### config.mk
export PLATFORM = sky130hd
export DESIGN_NAME = seq_function_unit_flat
export DESIGN_NICKNAME = d
export VERILOG_FILES = /design/src/rtl/seq_function_unit_if.sv /design/src/rtl/seq_function_unit.sv /design/src/flat_wrapper.sv
export SDC_FILE = /design/constraint.sdc
export NUM_CORES = 1
export LEC_CHECK = 0
export ABC_AREA = 1
export BUFFER_PORTS_ARGS = -buffer_cell sky130_fd_sc_hd__buf_4
export CAP_MARGIN = 20
export CELL_PAD_IN_SITES_DETAIL_PLACEMENT = 1
export CELL_PAD_IN_SITES_GLOBAL_PLACEMENT = 2
export CORE_UTILIZATION = 35
export CTS_CLUSTER_SIZE = 20
export DETAILED_ROUTE_END_ITERATION = 10
export PLACE_DENSITY = 0.86
export SYNTH_ARGS = -nofsm -noshare
export SYNTH_HDL_FRONTEND = slang
export SYNTH_SLANG_ARGS = --single-unit
### constraint.sdc
create_clock -name clk -period 4.9 [get_ports clk]
set_clock_uncertainty 0.15 [all_clocks]
set_input_delay 0.245 -clock clk [delete_from_list [all_inputs] [get_ports clk]]
set_output_delay 0.245 -clock clk [all_outputs]
set_load 0.01 [all_outputs]
### src/rtl/seq_function_unit_if.sv
// Operand/request and registered result/status bundle for seq_function_unit.
// master drives the request side; slave is the function unit.
interface seq_function_unit_if #(
    parameter int WIDTH = 8
);
    logic             start;
    logic [3:0]       FS;
    logic [WIDTH-1:0] OpA;
    logic [WIDTH-1:0] OpB;
    logic             busy;
    logic             done;
    logic [WIDTH-1:0] result;
    logic             V;
    logic             C;
    logic             N;
    logic             Z;

    modport master (
        output start, FS, OpA, OpB,
        input  busy, done, result, V, C, N, Z
    );

    modport slave (
        input  start, FS, OpA, OpB,
        output busy, done, result, V, C, N, Z
    );
endinterface

### src/rtl/seq_function_unit.sv
// Clocked function unit: logic/add ops latency 1, shift-add MUL and optional divider (FUNIT_DIV_EN) latency WIDTH+1.
// No backpressure: start is ignored while busy; result/flags hold until the next done pulse.
module seq_function_unit #(
    parameter int WIDTH = 8
) (
    input  logic                clk,
    input  logic                reset_n,
    seq_function_unit_if.slave  bus
);
    localparam int CW = (WIDTH > 1) ? $clog2(WIDTH) : 1;
    localparam logic [CW-1:0]    LAST = CW'(WIDTH - 1);
    localparam logic [WIDTH-1:0] TWO  = WIDTH'(2);

    typedef enum logic {IDLE, RUN} state_t;

    state_t             state, state_nxt;
    logic [CW-1:0]      cnt, cnt_nxt;
    logic [2*WIDTH-1:0] work, work_nxt;
    logic [WIDTH-1:0]   a_q, a_nxt;
    logic [WIDTH-1:0]   res_q, r_res;
    logic               v_q, c_q, n_q, z_q, done_q;
    logic               r_v, r_c, upd;

    logic [WIDTH-1:0]   add_x, add_y;
    logic               add_ci;
    logic [WIDTH:0]     add_full;
    logic [WIDTH:0]     mul_sum;
    logic [2*WIDTH-1:0] mul_step;

`ifdef FUNIT_DIV_EN
    logic [WIDTH-1:0]   b_q, b_nxt;
    logic               run_div, div_nxt, run_mod, mod_nxt;
    logic [WIDTH:0]     div_shift;
    logic [WIDTH+1:0]   div_diff;
    logic [2*WIDTH-1:0] div_step;
`endif

    // Operand shaping for the five adder codes; only used in IDLE.
    always_comb begin
        add_x  = bus.OpA;
        add_y  = bus.OpB;
        add_ci = 1'b0;
        case (bus.FS)
            4'h9: begin add_y = ~bus.OpB; add_ci = 1'b1; end
            4'hA: begin add_x = bus.OpB; add_y = '0; add_ci = 1'b1; end
            4'hB: add_y = TWO;
            4'hC: begin add_x = ~bus.OpB; add_y = '0; add_ci = 1'b1; end
            default: ;
        endcase
        add_full = {1'b0, add_x} + {1'b0, add_y} + {{WIDTH{1'b0}}, add_ci};
    end

    // work = {accumulator, multiplier}; low bit of multiplier selects the partial product.
    always_comb begin
        mul_sum  = {1'b0, work[2*WIDTH-1:WIDTH]} + (work[0] ? {1'b0, a_q} : {(WIDTH+1){1'b0}});
        mul_step = {mul_sum, work[WIDTH-1:1]};
    end

`ifdef FUNIT_DIV_EN
    // Restoring division: work = {remainder, dividend/quotient}.
    always_comb begin
        div_shift = {work[2*WIDTH-1:WIDTH], work[WIDTH-1]};
        div_diff  = {1'b0, div_shift} - {2'b00, b_q};
        div_step  = div_diff[WIDTH+1] ? {div_shift[WIDTH-1:0], work[WIDTH-2:0], 1'b0}
                                      : {div_diff[WIDTH-1:0],  work[WIDTH-2:0], 1'b1};
    end
`endif

    always_comb begin
        state_nxt = state;
        cnt_nxt   = cnt;
        work_nxt  = work;
        a_nxt     = a_q;
        r_res     = '0;
        r_v       = 1'b0;
        r_c       = 1'b0;
        upd       = 1'b0;
`ifdef FUNIT_DIV_EN
        b_nxt     = b_q;
        div_nxt   = run_div;
        mod_nxt   = run_mod;
`endif
        case (state)
            IDLE: begin
                if (bus.start) begin
                    a_nxt = bus.OpA;
`ifdef FUNIT_DIV_EN
                    b_nxt = bus.OpB;
`endif
                    upd   = 1'b1;
                    case (bus.FS)
                        4'h0: r_res = bus.OpA;
                        4'h1: r_res = ~bus.OpA;
                        4'h2: r_res = ~bus.OpB;
                        4'h3: r_res = bus.OpA & bus.OpB;
                        4'h4: r_res = ~(bus.OpA & bus.OpB);
                        4'h5: r_res = bus.OpA | bus.OpB;
                        4'h6: begin
                            upd       = 1'b0;
                            state_nxt = RUN;
                            cnt_nxt   = '0;
                            work_nxt  = {{WIDTH{1'b0}}, bus.OpB};
`ifdef FUNIT_DIV_EN
                            div_nxt   = 1'b0;
                            mod_nxt   = 1'b0;
`endif
                        end
                        4'h7: r_res[3:0] = bus.OpB[3:0];
                        4'h8, 4'h9, 4'hA, 4'hB, 4'hC: begin
                            r_res = add_full[WIDTH-1:0];
                            r_c   = add_full[WIDTH];
                            // carry into MSB recovered as x^y^sum at that bit
                            r_v   = add_x[WIDTH-1] ^ add_y[WIDTH-1] ^ add_full[WIDTH-1] ^ add_full[WIDTH];
                        end
`ifdef FUNIT_DIV_EN
                        4'hD, 4'hE: begin
                            if (bus.OpB == '0) begin
                                r_v   = 1'b1;
                                r_res = (bus.FS == 4'hD) ? {WIDTH{1'b1}} : bus.OpA;
                            end else begin
                                upd       = 1'b0;
                                state_nxt = RUN;
                                cnt_nxt   = '0;
                                work_nxt  = {{WIDTH{1'b0}}, bus.OpA};
                                div_nxt   = 1'b1;
                                mod_nxt   = (bus.FS == 4'hE);
                            end
                        end
`endif
                        default: r_res = '0;
                    endcase
                end
            end
            RUN: begin
                cnt_nxt  = cnt + CW'(1);
                work_nxt = mul_step;
`ifdef FUNIT_DIV_EN
                if (run_div) work_nxt = div_step;
`endif
                if (cnt == LAST) begin
                    state_nxt = IDLE;
                    cnt_nxt   = '0;
                    upd       = 1'b1;
                    r_res     = work_nxt[WIDTH-1:0];
                    r_c       = |work_nxt[2*WIDTH-1:WIDTH];
`ifdef FUNIT_DIV_EN
                    if (run_div) r_c = 1'b0;
                    if (run_mod) r_res = work_nxt[2*WIDTH-1:WIDTH];
`endif
                end
            end
            default: state_nxt = IDLE;
        endcase
    end

    always_ff @(posedge clk or negedge reset_n) begin
        if (!reset_n) begin
            state  <= IDLE;
            cnt    <= '0;
            work   <= '0;
            a_q    <= '0;
            res_q  <= '0;
            v_q    <= 1'b0;
            c_q    <= 1'b0;
            n_q    <= 1'b0;
            z_q    <= 1'b0;
            done_q <= 1'b0;
        end else begin
            state  <= state_nxt;
            cnt    <= cnt_nxt;
            work   <= work_nxt;
            a_q    <= a_nxt;
            done_q <= upd;
            if (upd) begin
                res_q <= r_res;
                v_q   <= r_v;
                c_q   <= r_c;
                n_q   <= r_res[WIDTH-1];
                z_q   <= (r_res == '0);
            end
        end
    end

`ifdef FUNIT_DIV_EN
    always_ff @(posedge clk or negedge reset_n) begin
        if (!reset_n) begin
            b_q     <= '0;
            run_div <= 1'b0;
            run_mod <= 1'b0;
        end else begin
            b_q     <= b_nxt;
            run_div <= div_nxt;
            run_mod <= mod_nxt;
        end
    end
`endif

    assign bus.busy   = (state == RUN);
    assign bus.done   = done_q;
    assign bus.result = res_q;
    assign bus.V      = v_q;
    assign bus.C      = c_q;
    assign bus.N      = n_q;
    assign bus.Z      = z_q;
endmodule

### src/flat_wrapper.sv
// flat-port wrapper written by rule: the top's interface ports become plain ports
module seq_function_unit_flat 
#(
    parameter int WIDTH = 8
)
  (clk, reset_n, bus_start, bus_FS, bus_OpA, bus_OpB, bus_busy, bus_done, bus_result, bus_V, bus_C, bus_N, bus_Z);
  seq_function_unit_if #(.WIDTH(WIDTH)) bus_i ();
  input  logic clk;
  input  logic reset_n;
  input wire logic [$bits(bus_i.start)-1:0] bus_start;
  input wire logic [$bits(bus_i.FS)-1:0] bus_FS;
  input wire logic [$bits(bus_i.OpA)-1:0] bus_OpA;
  input wire logic [$bits(bus_i.OpB)-1:0] bus_OpB;
  output wire logic [$bits(bus_i.busy)-1:0] bus_busy;
  output wire logic [$bits(bus_i.done)-1:0] bus_done;
  output wire logic [$bits(bus_i.result)-1:0] bus_result;
  output wire logic [$bits(bus_i.V)-1:0] bus_V;
  output wire logic [$bits(bus_i.C)-1:0] bus_C;
  output wire logic [$bits(bus_i.N)-1:0] bus_N;
  output wire logic [$bits(bus_i.Z)-1:0] bus_Z;
  assign bus_i.start = bus_start;
  assign bus_i.FS = bus_FS;
  assign bus_i.OpA = bus_OpA;
  assign bus_i.OpB = bus_OpB;
  assign bus_busy = bus_i.busy;
  assign bus_done = bus_i.done;
  assign bus_result = bus_i.result;
  assign bus_V = bus_i.V;
  assign bus_C = bus_i.C;
  assign bus_N = bus_i.N;
  assign bus_Z = bus_i.Z;
  seq_function_unit #(.WIDTH(WIDTH)) u_core (.clk(clk), .reset_n(reset_n), .bus(bus_i));
endmodule
==> metrics.md, run 1 <==
| Metric | Value |
|---|---|
| Power Density | 485.2 nW/um^2 |
| Synth Flop Type | dfrtp_1 |
| FF-to-FF setup slack | 1.99 ns |
| Die Wd | 100.4 um |
| Antenna violations before repair | 0 |
| CTS tree | built |
| Layout Nets | 599 |
| Post-synthesis sequential area ratio | 29.51% |
| Largest family of logic cells by synthesized area | simple AND/OR/NAND/NOR gates |
| Max_slew headroom | 45.83% |
| Final WS setup | 1.658 ns |
| Most common cell in the netlist | nand2_1 |
| Number of synthesized register bits | 40 |
| Total Negative Setup Slacks | 0 ns |
| Overflow left after global routing | 0 |
| Post-synthesis xor/xnor area fraction | 1.549% |
| Ant diodes | 0 |
| Crit path kind | input port to register |
| Area post-placement | 3769 sq um |
| Top-level I/O count | 37 |
| Core area | 9328 sq um |
| R2r startpoint | u_core.bus.busy |
| First-pass GRT wire length | 18,220 um |
| Layout Area Growth over Synthesis | 14.98% |
| Simple-Gate Fraction of Synth Area | 35.41% |
| Worst Hold End | u_core.work[0] |
| Post-synthesis mux area share | 0% |
| HPWL Detailed | 9001 um |
| Rows | 35 |
| DR pass1 iterations | 4 |
| Layout cells sized above 1 | 12.03% |
| Initial Util | 36.36% |
| CTS Buf Count | 5 |
| Root Buffer | clkbuf_8 |
| Max-slew violations | 0 |
| Setup violations, final | 0 |
| Vias in the first global route | 3,592 |
| Post-CTS sizing | 0 |
| CTS sink count | 40 |
| Hold Path Stages | 3 |
| Setup bufs post-CTS | 0 |
| Max clock buf depth | 2 |
| Reg2Reg Depth | 8 |
| Cts hold-fix bufs | 1 |
| Worst Setup SP | bus_FS[1] |
| Gpl congestion | 0.8553 |
| Fin. Hold Viols | 0 |
| CP required | 4.95 ns |
| Setup crit end kind | register |
| Cell Area, Synth | 3392 sq um |
| Share of the synthesized area in the top cell type | 29.51% |
| Post-synthesis compound-gate area fraction | 15.01% |
| Port buffer count | 36 |
| Setup WS pre-CTS | 1.332 ns |
| Fin crit period | 3.242 ns |
| Ys Warns | 0 |
| Pin count of the biggest net entering global routing | 41 |
| Worst-path clk slew | 0.08 ns |
| Number of synthesized flops with an enable pin | 0 |
| Iter 0 DRT Violations | 132 |
| Routed Antenna Nets | 0 |
| Worst Hold Class | input port to register |
| Final period util | 66.16% |
| Vias/cell | 5.105 |
| Via count | 3,502 |
| Synth unique cells | 35 |
| Largest cells by area after synthesis | dfrtp_1, nand2_1, inv_1, nand3_1, ha_1 |
| Final hold slack | 0.1037 ns |
| Avg Cell Area, Syn | 6.511 sq um |
| Wire length per cell | 16.36 um |
| Peak VDD IR | 0.1783 mV |
| H-tree depth | 2 |
| Total die area | 10,090 sq um |
| Synth Instances | 521 |
| Crit path DAT | 3.29 ns |
| Post-route cell area | 3900 sq um |
| Total GRT Usage | 23.72% |
| Status | complete, no violations |
| Worst Max-Slew Pin Slew | 0.8076 ns |
| Fill count | 1,265 |
| Drt total wl | 11,220 um |
| Leak Pwr | 2.141 nW |
| Worst Setup Start Kind | input port |
| Commonest cells post-synth | nand2_1, inv_1, nor2_1 |
| Max Freq | 308.5 MHz |
| Area leader, netlist | dfrtp_1 |
| Adder-Cell Fraction of Synth Area | 8.041% |
| RSZ-0062 raised after global routing | false |
| Max Cap Viol | 0 |
| Critical path peak fanout | 13 |
| Die H | 100.4 um |
| DR DRC count | 0 |
| Synthesized Nets | 564 |
| Clock latency at the later pin of the worst-skew pair | 0.30 ns |
| Fraction of synthesis flops using an asynchronous set or reset pin | 100.0% |
| HP Start | bus_OpB[0] |
| Critical R2R Capture | u_core.bus.Z |
-- placed cells by master, fill, tap and decap left out, types with 2 or more instances in the layout --
master    count
nand2_1     161
inv_1        68
nor2_1       49
nand3_1      46
dfrtp_1      40
buf_4        38
a21oi_1      31
o21ai_0      28
ha_1         17
o211ai_1     11
o221ai_1      7
inv_2         6
nand4_1       6
xnor2_1       6
clkbuf_8      6
nand2_2       4
nand3b_1      4
nor2_2        3
fa_1          3
o21ai_1       2
nor2_4        2
clkinv_1      2
a21o_1        2
a31oi_1       2
or2_2         2
-- worst max-delay path: stages --
cell	delay [ns]
buf_4	0.13
nor2_1	0.10
buf_4	0.21
inv_1	0.06
nor2_1	0.42
nor2_2	0.09
inv_2	0.10
nor2_2	0.04
inv_2	0.11
a21oi_1	0.10
fa_1	0.47
inv_1	0.09
fa_1	0.20
inv_1	0.06
nand3_1	0.09
nand3_1	0.07
nand2_1	0.08
nand2_1	0.06
a21o_1	0.17
or2_2	0.27
nand3_1	0.07
nand2_1	0.05
-- cells by family (layout without fill, tap and decap cells) --
kind of cell,count (synthesis),in the layout
adder cells (fa/ha/maj),20,20
XOR/XNOR,6,6
flip-flops,40,40
AO/OA/AOI/OAI,87,87
AND/OR/NAND/NOR,281,281
buffers and inverters,87,123
-- worst max-delay path by stage --
stage | endpoint | depth (start not counted)
4_1_cts | u_core.bus.V | 22
3_3_place_gp | u_core.bus.Z | 23
6_report | u_core.bus.V | 22
2_1_floorplan | u_core.bus.V | 21
3_5_place_dp | u_core.bus.V | 22
5_1_grt | u_core.bus.Z | 25
-- power by group --
group | switching [mW] | internal [mW] | total (mW)
clock network | 0.124 | 0.167 | 0.291
logic | 0.613 | 0.386 | 0.999
registers | 0.113 | 0.490 | 0.603
-- state kept, by name, indices dropped and copies added (netlist names) --
register	count
u_core.bus.C	1
u_core.bus.Z	1
u_core.cnt	3
u_core.bus.result	8
u_core.bus.V	1
u_core.work	16
u_core.a_q	8
u_core.bus.done	1
u_core.bus.busy	1
-- routing by layer --
metal / GRT usage, % / wire length, um / vias to the layer above / share of wire [%]
met5: 0 / 0 / - / 0
met4: 10.59 / 360 / 0 / 3.2
met3: 1.811 / 275 / 19 / 2.5
met2: 40.41 / 5404 / 59 / 48
met1: 30.71 / 5184 / 1671 / 46
li1: - / - / 1753 / -
-- stage by stage --
step / utilization, % / power [mW] / instances
5_1_grt: 41.81 / 2.069 / 686
6_report: 41.81 / 1.892 / 686
2_1_floorplan: - / 1.289 / 521
4_1_cts: 41.81 / 1.915 / 686
3_5_place_dp: 40.40 / 1.613 / 677
3_3_place_gp: 40.40 / 1.573 / 677
-- cell type report --
type	count	area (sq um)	share of cell area (%)
clock buffers	6	82.58	2.117
clock inverters	2	38.79	0.9945
inverters	76	285.3	7.315
multi-input cells	394	2036	52.20
flip-flops and latches	40	1001	25.67
well taps	129	161.4	4.139
repair buffers	39	295.3	7.571
Note: power is estimated with default switching activity, not from simulation.
==> run 2: changes to the inputs <==
--- a/config.mk
+++ b/config.mk
@@ -10,10 +10,10 @@
 export CAP_MARGIN = 20
 export CELL_PAD_IN_SITES_DETAIL_PLACEMENT = 1
 export CELL_PAD_IN_SITES_GLOBAL_PLACEMENT = 2
-export CORE_UTILIZATION = 35
+export CORE_UTILIZATION = 29
 export CTS_CLUSTER_SIZE = 20
 export DETAILED_ROUTE_END_ITERATION = 10
-export PLACE_DENSITY = 0.86
+export PLACE_DENSITY = 0.76
 export SYNTH_ARGS = -nofsm -noshare
 export SYNTH_HDL_FRONTEND = slang
 export SYNTH_SLANG_ARGS = --single-unit
==> constraint.sdc (replaced) <==
create_clock -name clk -period 2.95 [get_ports clk]
set_clock_uncertainty 0.15 [all_clocks]
set_input_delay 0.1475 -clock clk [delete_from_list [all_inputs] [get_ports clk]]
set_output_delay 0.1475 -clock clk [all_outputs]
set_load 0.01 [all_outputs]
==> run 2 against run 1 <==
Effect of this change:
- total power up 78%
- register-to-register slack worse by 1.5 ns
- sequential share of layout area down 2.1 points
- wire length up 2.3%
- global-route usage down 3.0 points
- cell area up 9.0%
- critical endpoint is now u_core.bus.Z
- largest power group unchanged
==> metrics.md, run 2 (synthesis gave the netlist of run 1 again) <==
| Metric | Value |
|---|---|
| Crit path kind | input port to register (unchanged) |
| Overflow left after global routing | 0 (unchanged) |
| First-pass GRT wire length | 18,980 um (was 18,220 um) |
| Drt total wl | 11,480 um (was 11,220 um) |
| Crit path DAT | 2.75 ns (was 3.29 ns) |
| Power Density | 792.2 nW/um^2 (was 485.2 nW/um^2) |
| Ant diodes | 0 (unchanged) |
| Worst Setup Start Kind | input port (unchanged) |
| Multi-input gate area | 2049 sq um (was 2036 sq um) |
| RSZ-0062 raised after global routing | false (unchanged) |
| Critical path's most frequent cell | nand2_1 |
| Wire length per cell | 15.62 um (was 16.36 um) |
| Die H | 110.2 um (was 100.4 um) |
| Peak VDD IR | 0.6455 mV (was 0.1783 mV) |
| Gpl congestion | 0.8298 (was 0.8553) |
| Worst stage delay on the critical path | 0.38 ns (was 0.47 ns) |
| Routed met2 length | 5476 um (was 5404 um) |
| Worst Max-Slew Pin Slew | 0.5649 ns (was 0.8076 ns) |
| Core area | 11,420 sq um (was 9328 sq um) |
| Layout cells sized above 1 | 17.91% (was 12.03%) |
| Routed Antenna Nets | 0 (unchanged) |
| Max-slew violations | 0 (unchanged) |
| Setup WS pre-CTS | -0.09522 ns (was 1.332 ns) |
| Slowest stage cell, crit path | fa_1 (unchanged) |
| Rows | 39 (was 35) |
| Die Wd | 110.2 um (was 100.4 um) |
| Max_slew headroom | 62.25% (was 45.83%) |
| HPWL Detailed | 9376 um (was 9001 um) |
| Final WS setup | 0.2810 ns (was 1.658 ns) |
| Max clock buf depth | 2 (unchanged) |
| Fin. Hold Viols | 0 (unchanged) |
| Total GRT Usage | 20.70% (was 23.72%) |
| Total die area | 12,130 sq um (was 10,090 sq um) |
| Port buffer count | 36 (unchanged) |
| Setup crit end kind | register (unchanged) |
| CTS Buf Count | 5 (unchanged) |
| Most frequent cells in the layout | nand2_1, buf_4, inv_1, nor2_1, nand3_1 (was nand2_1, inv_1, nor2_1, nand3_1, dfrtp_1) |
| Layout Nets | 634 (was 599) |
| Fin crit period | 2.669 ns |
| Metal-1 WL | 5472 um (was 5184 um) |
| Top reg by flops | u_core.work (unchanged) |
| Worst path bufs/invs | 7 (unchanged) |
| Root Buffer | clkbuf_16 (was clkbuf_8) |
| Most common cell after layout, fill and taps aside | nand2_1 (unchanged) |
| Top-level I/O count | 37 (unchanged) |
| Max Cap Viol | 0 (unchanged) |
| Clock latency at the later pin of the worst-skew pair | 0.28 ns (was 0.30 ns) |
| Sequential cell area | 1001 sq um (unchanged) |
| Cells along the critical path | buf_4, nand2_1, inv_1, nand2_1, inv_2, nor2_1, inv_2, buf_4, o221ai_1, fa_1, inv_1, fa_1, buf_4, xnor2_1, a21oi_1, nand3_1, a21oi_2, nand3_1, nor2_1, nand2_1, nand2_1 (was buf_4, nor2_1, buf_4, inv_1, nor2_1, nor2_2, inv_2, nor2_2, inv_2, a21oi_1, fa_1, inv_1, fa_1, inv_1, nand3_1, nand3_1, nand2_1, nand2_1, a21o_1, or2_2, nand3_1, nand2_1) |
| Max reg flops | 16 (unchanged) |
| Vias in the first global route | 3,826 (was 3,592) |
| Final period util | 90.48% |
| Power, Total | 3.367 mW (was 1.892 mW) |
| Vias/cell | 4.879 (was 5.105) |
| Antenna violations before repair | 0 (unchanged) |
| Highest Signal Layer | met4 (unchanged) |
| Fill count | 1,511 (was 1,265) |
| Iter 0 DRT Violations | 129 (was 132) |
| Worst Hold Class | input port to register (unchanged) |
| Leak Pwr | 2.335 nW (was 2.141 nW) |
| Initial Util | 29.71% (was 36.36%) |
| Critical path peak fanout | 8 (was 13) |
| Layout Area Growth over Synthesis | 25.30% (was 14.98%) |
| CP required | 3.03 ns (was 4.95 ns) |
| Pin count of the biggest net entering global routing | 41 (unchanged) |
| DR DRC count | 0 (unchanged) |
| Setup bufs post-CTS | 0 (unchanged) |
| Top Family by Delay on Critical Path | simple AND/OR/NAND/NOR gates (unchanged) |
| Via count | 3,586 (was 3,502) |
| Setup violations, final | 0 (unchanged) |
| CTS tree | built (unchanged) |
| CTS sink count | 40 (unchanged) |
| Max Freq | 374.7 MHz |
| Metal3 WL | 247 um (was 275 um) |
| Worst-path clk slew | 0.06 ns (was 0.08 ns) |
| Status | complete, no violations (unchanged) |
| H-tree depth | 2 (unchanged) |
| DR pass1 iterations | 4 (unchanged) |
[run 2: cell types whose count changed in the layout (fill, tap and decap cells not counted), sizes merged]
cell  change
buf      +35
[run 2: through the flow]
step                      setup TNS [ns]  cell area [sq um]  util (%)  cells  hold slack (ns)
after floorplan                        0               3392         -    521          -0.2981
after global placement         -0.002277               4049     35.46    726          0.01646
after detailed placement         -0.1066               4049     35.46    726          0.01545
after CTS                              0               4237     37.10    735          0.02490
after global routing                   0               4250     37.22    735          0.05318
final                                  0               4250     37.22    735          0.02643
[run 2: layout make-up]
type                    count  share of cell area (%)
clock inverters             2                  0.9126
flip-flops and latches     40                   23.55
well taps                 143                   4.210
clock buffers               6                   3.268
multi-input cells         394                   48.22
repair buffers             74                   13.13
inverters                  76                   6.712
[run 2: per-layer routing]
metal	vias to the layer above	track usage (%)
met5	-	0
met4	0	7.613
met3	16	1.529
met2	49	35.98
met1	1695	26.81
li1	1826	-
[run 2: report_power, final]
group	internal [mW]	switching, mW	total (mW)
Combinational	0.710	1.01	1.72
Sequential	0.815	0.186	1.00
Clock	0.424	0.222	0.646
Total	1.95	1.42	3.37
[run 2: path summary, 6_finish.rpt]
check                                       end  slack, ns  cells after the start             from
worst max-delay path               u_core.bus.Z       0.28                     21        bus_FS[3]
worst min-delay path             u_core.work[2]       0.03                      3       bus_OpB[2]
worst max register to register     u_core.bus.C       0.52                     12   u_core.work[0]
worst min register to register  u_core.work[14]       0.34                      1  u_core.work[14]
max in group asynchronous        u_core.work[9]       2.05                      2          reset_n
min in group asynchronous        u_core.work[8]       0.24                      2          reset_n
[run 2: worst min-delay path, delay by kind of cell]
family / cells / cell delay (ns)
AO/OA/AOI/OAI: 1 / 0.07
buffers and inverters: 1 / 0.14
AND/OR/NAND/NOR: 1 / 0.07
[run 2: repair_timing]
| action | CTS | global route |
|---|---|---|
| endpoints found under the hold margin | 40 | 0 |
| endpoints found under the setup margin | 0 | 2 |
| hold buffers | 1 | 0 |
| gates resized for setup | 0 | 4 |
